### src/rtl/branch_resolve.sv
// Resolves EX-stage branches/jumps: registered predictor update, fetch redirect and flush sequencing.
// Optional perf counters are built only when BRANCH_RESOLVE_PERF_CNT_EN is defined.
module branch_resolve #(
   parameter int unsigned FLUSH_CYCLES = 2
) (
   input  logic        clk,
   input  logic        rst,
   input  logic        ex_valid,
   input  logic        ex_is_branch,
   input  logic        ex_is_jump,
   input  logic [31:0] ex_PC,
   input  logic [31:0] ex_target,
   input  logic        ex_cond_taken,
   input  logic [31:0] ex_pred_next_PC,
   output logic [31:0] updata_PC,
   output logic        updata_taken,
   output logic        updata_enable,
   output logic        redirect_valid,
   output logic [31:0] redirect_PC,
   output logic        flush,
   output logic [31:0] perf_branch_cnt,
   output logic [31:0] perf_mispred_cnt,
   output logic        dbg_state
);

   typedef enum logic {
      ST_IDLE  = 1'b0,
      ST_FLUSH = 1'b1
   } state_e;

   localparam logic [3:0] FLUSH_LOAD = 4'(FLUSH_CYCLES - 1);

   state_e      state_q, state_d;
   logic [3:0]  flush_cnt_q, flush_cnt_d;
   logic        upd_en_q, upd_en_d;
   logic [31:0] upd_pc_q, upd_pc_d;
   logic        upd_taken_q, upd_taken_d;
   logic        redir_valid_q, redir_valid_d;
   logic [31:0] redir_pc_q, redir_pc_d;

   logic        accepted;
   logic        actual_taken;
   logic [31:0] actual_next;
   logic        mispredict;

   always_comb begin
      accepted     = ex_valid && (ex_is_branch || ex_is_jump) && (state_q == ST_IDLE);
      actual_taken = ex_is_jump || ex_cond_taken;
      actual_next  = actual_taken ? ex_target : (ex_PC + 32'd4);
      mispredict   = accepted && (actual_next != ex_pred_next_PC);
   end

   always_comb begin
      state_d       = state_q;
      flush_cnt_d   = flush_cnt_q;
      upd_en_d      = 1'b0;
      upd_pc_d      = upd_pc_q;
      upd_taken_d   = upd_taken_q;
      redir_valid_d = 1'b0;
      redir_pc_d    = redir_pc_q;

      // A branch with the jump bit also set is treated as a jump and does not train the predictor.
      if (accepted && ex_is_branch && !ex_is_jump) begin
         upd_en_d    = 1'b1;
         upd_pc_d    = ex_PC;
         upd_taken_d = ex_cond_taken;
      end

      if (mispredict) begin
         redir_valid_d = 1'b1;
         redir_pc_d    = actual_next;
      end

      case (state_q)
         ST_IDLE: begin
            if (mispredict) begin
               state_d     = ST_FLUSH;
               flush_cnt_d = FLUSH_LOAD;
            end
         end
         ST_FLUSH: begin
            if (flush_cnt_q == 4'd0) begin
               state_d = ST_IDLE;
            end else begin
               flush_cnt_d = flush_cnt_q - 4'd1;
            end
         end
         default: begin
            state_d     = ST_IDLE;
            flush_cnt_d = 4'd0;
         end
      endcase
   end

   always_ff @(posedge clk) begin
      if (rst) begin
         state_q       <= ST_IDLE;
         flush_cnt_q   <= 4'd0;
         upd_en_q      <= 1'b0;
         upd_pc_q      <= 32'd0;
         upd_taken_q   <= 1'b0;
         redir_valid_q <= 1'b0;
         redir_pc_q    <= 32'd0;
      end else begin
         state_q       <= state_d;
         flush_cnt_q   <= flush_cnt_d;
         upd_en_q      <= upd_en_d;
         upd_pc_q      <= upd_pc_d;
         upd_taken_q   <= upd_taken_d;
         redir_valid_q <= redir_valid_d;
         redir_pc_q    <= redir_pc_d;
      end
   end

   assign updata_enable  = upd_en_q;
   assign updata_PC      = upd_pc_q;
   assign updata_taken   = upd_taken_q;
   assign redirect_valid = redir_valid_q;
   assign redirect_PC    = redir_pc_q;
   assign flush          = (state_q == ST_FLUSH);
   assign dbg_state      = state_q;

`ifdef BRANCH_RESOLVE_PERF_CNT_EN
   logic [31:0] br_cnt_q, br_cnt_d;
   logic [31:0] mp_cnt_q, mp_cnt_d;

   // Both counters saturate instead of wrapping.
   always_comb begin
      br_cnt_d = br_cnt_q;
      mp_cnt_d = mp_cnt_q;
      if (accepted && (br_cnt_q != 32'hFFFF_FFFF)) br_cnt_d = br_cnt_q + 32'd1;
      if (mispredict && (mp_cnt_q != 32'hFFFF_FFFF)) mp_cnt_d = mp_cnt_q + 32'd1;
   end

   always_ff @(posedge clk) begin
      if (rst) begin
         br_cnt_q <= 32'd0;
         mp_cnt_q <= 32'd0;
      end else begin
         br_cnt_q <= br_cnt_d;
         mp_cnt_q <= mp_cnt_d;
      end
   end

   assign perf_branch_cnt  = br_cnt_q;
   assign perf_mispred_cnt = mp_cnt_q;
`else
   assign perf_branch_cnt  = 32'd0;
   assign perf_mispred_cnt = 32'd0;
`endif

endmodule
### config.mk
export PLATFORM = sky130hd
export DESIGN_NAME = branch_resolve
export DESIGN_NICKNAME = d
export VERILOG_FILES = /design/src/rtl/branch_resolve.sv
export SDC_FILE = /design/constraint.sdc
export NUM_CORES = 1
export LEC_CHECK = 0
export BUFFER_PORTS_ARGS = -buffer_cell sky130_fd_sc_hd__buf_2
export CORE_MARGIN = 1
export CORE_UTILIZATION = 33
export DETAILED_ROUTE_END_ITERATION = 7
export SLEW_MARGIN = 10
export SYNTH_ARGS = -nofsm -noshare
export SYNTH_HDL_FRONTEND = slang
export SYNTH_SLANG_ARGS = --single-unit
### constraint.sdc
create_clock -name clk -period 8.1 [get_ports clk]
set_input_delay 0.405 -clock clk [delete_from_list [all_inputs] [get_ports clk]]
set_output_delay 0.405 -clock clk [all_outputs]
set_load 0.03 [all_outputs]
==> results.sh <==
export IMPL_outcome="finished, final reports clean"
export IMPL_synth_xor_area_share_pct=9.82
export IMPL_dieArea_sq_um=17300
export IMPL_p_per_area_nw_per_um2=167
export IMPL_yosysTopAreaCell="dfxtp_1"
export IMPL_vias=5393
export IMPL_cp_end_kind="register"
export IMPL_wirelength_microns=19300
export IMPL_critical_path_max_stage_delay_ps=980
export IMPL_r2r_start="dbg_state$_SDFF_PP0_"
export IMPL_numCtsBuffers=9
export IMPL_cp_start_kind="primary input"
export IMPL_combPwrFrac_pct=27.6
export IMPL_max_cap_violations=0
export IMPL_peakVddDrop_uv=91.5
export IMPL_ys_seq_area_share_pct=26.1
export IMPL_avgViaCountPerCell=5.02
export IMPL_timing_fmax_mhz=217
export IMPL_cts_setup_buffers=0
export IMPL_grt_max_degree=67
export IMPL_fp_coreArea_sq_um=16100
export IMPL_path_buf_inv=2
export IMPL_drc_errors=0
export IMPL_synth_area_per_cell_sq_um=7.71
export IMPL_post_place_ws_ps=3200
export IMPL_cts_root_buffer="clkbuf_16"
export IMPL_setup_viol=0
export IMPL_synth_edff_count=0
export IMPL_synth_ff_type="dfxtp_1"
export IMPL_grt_usage_pct=22.2
export IMPL_worst_hold_path_type="in -> reg"
export IMPL_clkLatencyLatePin_ps=350
export IMPL_cpMostUsedCell="nand3_1"
export IMPL_cts_resized=0
export IMPL_fin_crit_ps=4600
export IMPL_drt_iter0_markers=368
export IMPL_hold_depth=3
export IMPL_synth_top_family_by_area="simple AND/OR/NAND/NOR gates"
export IMPL_seqPwrFrac_pct=35.2
export IMPL_worst_path_max_fanout=15
export IMPL_rsz0062_at_grt="no"
export IMPL_whs_endpoint="updata_PC[1]$_SDFFE_PP0P_"
export IMPL_drive_gt1_share_pct=25.1
export IMPL_syn_inst=717
export IMPL_r2r_end="redirect_PC[7]$_SDFFE_PP0P_"
export IMPL_cts_sinks=72
export IMPL_first_global_vias=5096
export IMPL_synthTopCellsByArea="dfxtp_1 (26%), buf_4 (9.0%), nand2_1 (6.7%), xnor2_1 (5.2%), a21oi_1 (4.7%)"
export IMPL_placementRows=46
export IMPL_ios=235
export IMPL_finalNetCount=957
export IMPL_switching_share_pct=35.0
export IMPL_r2r_cells=4
export IMPL_cts_tree="done"
export IMPL_hp_start="ex_PC[1]"
export IMPL_holdWs_ps=344
export IMPL_wl_per_cell_microns=17.9
export IMPL_setup_tns_ps=0
export IMPL_port_buffer_count=170
export IMPL_grt_pass1_wl_microns=29300
export IMPL_tightest_slew_ps=1080
export IMPL_synth_commonest_cells="nand2_1 (98), dfxtp_1 (72), buf_4 (66)"
export IMPL_ys_types=72
export IMPL_syn_area_sq_um=5530
export IMPL_yosys_area_share_simple_pct=25.5
export IMPL_cp_data_arrival_time_ps=4840
export IMPL_synth_adder_area_share_pct=0.452
export IMPL_cts_htree_levels=3
export IMPL_required_ps=8340
export IMPL_die_w_microns=131
export IMPL_finalWorstSetupSlack_ps=3500
export IMPL_clk_pin_slew_ps=60
export IMPL_r2r_slack_ps=5720
export IMPL_ys_warn_count=0
export IMPL_finalHoldViolCount=0
export IMPL_synth_top_cell_area_share_pct=26.1
export IMPL_crit_type="in -> reg"
export IMPL_ys_seq_elements=72
export IMPL_areaGrowthSynthToFinish_pct=17.6
export IMPL_dpl_hpwl_microns=15100
export IMPL_power_total_mw=1.09
export IMPL_p_sw_uw=381
export IMPL_p_leak_nw=2.87
export IMPL_initial_core_util_pct=34.3
export IMPL_cp_top_family="simple AND/OR/NAND/NOR gates"
export IMPL_max_slew_margin_rel_pct=27.0
export IMPL_fillers=1762
export IMPL_cp_cell_sequence="buf_2 -> ha_1 -> nand3_1 -> nor4_1 -> nand3_1 -> a221oi_1 -> nand4_1 -> o41ai_1 -> a21o_1 -> buf_4 -> mux2_2"
export IMPL_slowest_stage="nor4_1"
export IMPL_pwr_share_clk_pct=37.1
export IMPL_skew_ps=7.55
export IMPL_fin_crit_sh_pct=56.8
export IMPL_dieHeight_microns=131
export IMPL_antenna_found_initial=2
export IMPL_ys_async_sr_fraction_pct=0
export IMPL_diodes=0
export IMPL_cts_buffer_depth=2
export IMPL_synthMuxAreaShare_pct=6.40
export IMPL_yosysMostFrequentCell="nand2_1"
export IMPL_internal_power_uw=707
export IMPL_drtPass1Iterations=4
export IMPL_drv_slew=0
export IMPL_ctsHoldBuffers=0
export IMPL_ant_nets=0
export IMPL_place_congestion=0.936
export IMPL_grt_overflow=0
export IMPL_synth_compound_area_share_pct=17.2
==> power groups by stage <==
| stage | Clock, mW | Combinational [mW] | Sequential, mW |
|---|---|---|---|
| finish | 0.404 | 0.301 | 0.383 |
| global route | 0.430 | 0.322 | 0.386 |
| CTS | 0.414 | 0.299 | 0.383 |
| detailed placement | 0 | 0.298 | 0.391 |
| global placement | 0 | 0.299 | 0.391 |
| floorplan | 0 | 0.191 | 0.428 |
==> worst max path at each step <==
stage / startpoint / endpoint / slack (ps) / cells past startpoint
floorplan: ex_PC[11] / redirect_PC[1]$_SDFFE_PP0P_ / 4900 / 12
global placement: ex_PC[2] / redirect_PC[2]$_SDFFE_PP0P_ / 3340 / 11
detailed placement: ex_PC[2] / redirect_PC[3]$_SDFFE_PP0P_ / 3200 / 11
CTS: ex_PC[2] / redirect_PC[3]$_SDFFE_PP0P_ / 3560 / 11
global route: ex_PC[2] / redirect_PC[2]$_SDFFE_PP0P_ / 3220 / 11
finish: ex_PC[2] / redirect_PC[3]$_SDFFE_PP0P_ / 3500 / 11
==> metrics by stage <==
step                      area, sq um  util, %  instances
after floorplan                  5770        -        780
after global placement           6210     38.5       1058
after detailed placement         6210     38.5       1058
after CTS                        6510     40.4       1074
after global routing             6510     40.4       1074
final                            6510     40.4       1074
==> cells by family (layout without fill, tap and decap cells) <==
family / Yosys count / count (layout)
compound gates: 140 / 140
xor+xnor: 62 / 62
fa+ha+maj: 2 / 2
buf+inv: 133 / 211
flops: 72 / 72
mux: 34 / 34
other cells: 1 / 64
simple gates: 273 / 273
==> area by class of cell <==
type / count / area (sq um) / area share, %
Multi-Input combinational cell: 575 / 3530 / 54.3
Clock inverter: 6 / 67.6 / 1.04
Inverter: 20 / 75.1 / 1.15
Timing Repair Buffer: 175 / 891 / 13.7
Sequential cell: 72 / 1440 / 22.2
Clock buffer: 10 / 229 / 3.52
Tap cell: 216 / 270 / 4.15
==> worst min-delay path, stage by stage <==
cell and delay (ps):
buf_2 130, nand2_1 60, a21oi_1 50
==> state kept, by name (all words and copies together), names as in the netlist <==
register,cells
updata_enable,1
flush_cnt_q,4
updata_PC,32
redirect_PC,32
dbg_state,1
redirect_valid,1
updata_taken,1
==> per-layer routing <==
metal | share of wire, % | GRT usage (%) | wire length (microns) | vias to the layer above
li1 | - | - | - | 2642
met4 | 1.5 | 5.81 | 286 | 4
met2 | 47 | 35.5 | 8980 | 198
met1 | 47 | 29.8 | 8980 | 2528
met3 | 5.2 | 4.82 | 1010 | 21
met5 | 0.11 | 0 | 21 | -
==> placed cells by master (no fill, tap or decap), types with 6 or more instances in the layout <==
master / count
o21ai_0: 14
nor2_1: 48
nand4_1: 11
xor2_1: 29
nor3b_1: 6
nor3_1: 16
xnor2_1: 33
dfxtp_1: 72
nand2b_1: 25
nand3_1: 17
nand2_1: 98
a211o_1: 21
buf_2: 169
buf_4: 6
nor2b_1: 10
mux2i_1: 26
conb_1: 64
inv_1: 20
mux2_2: 7
and4_1: 6
a21oi_1: 52
clkbuf_16: 9
nor4_1: 7
(Power assumes the default switching activity.)
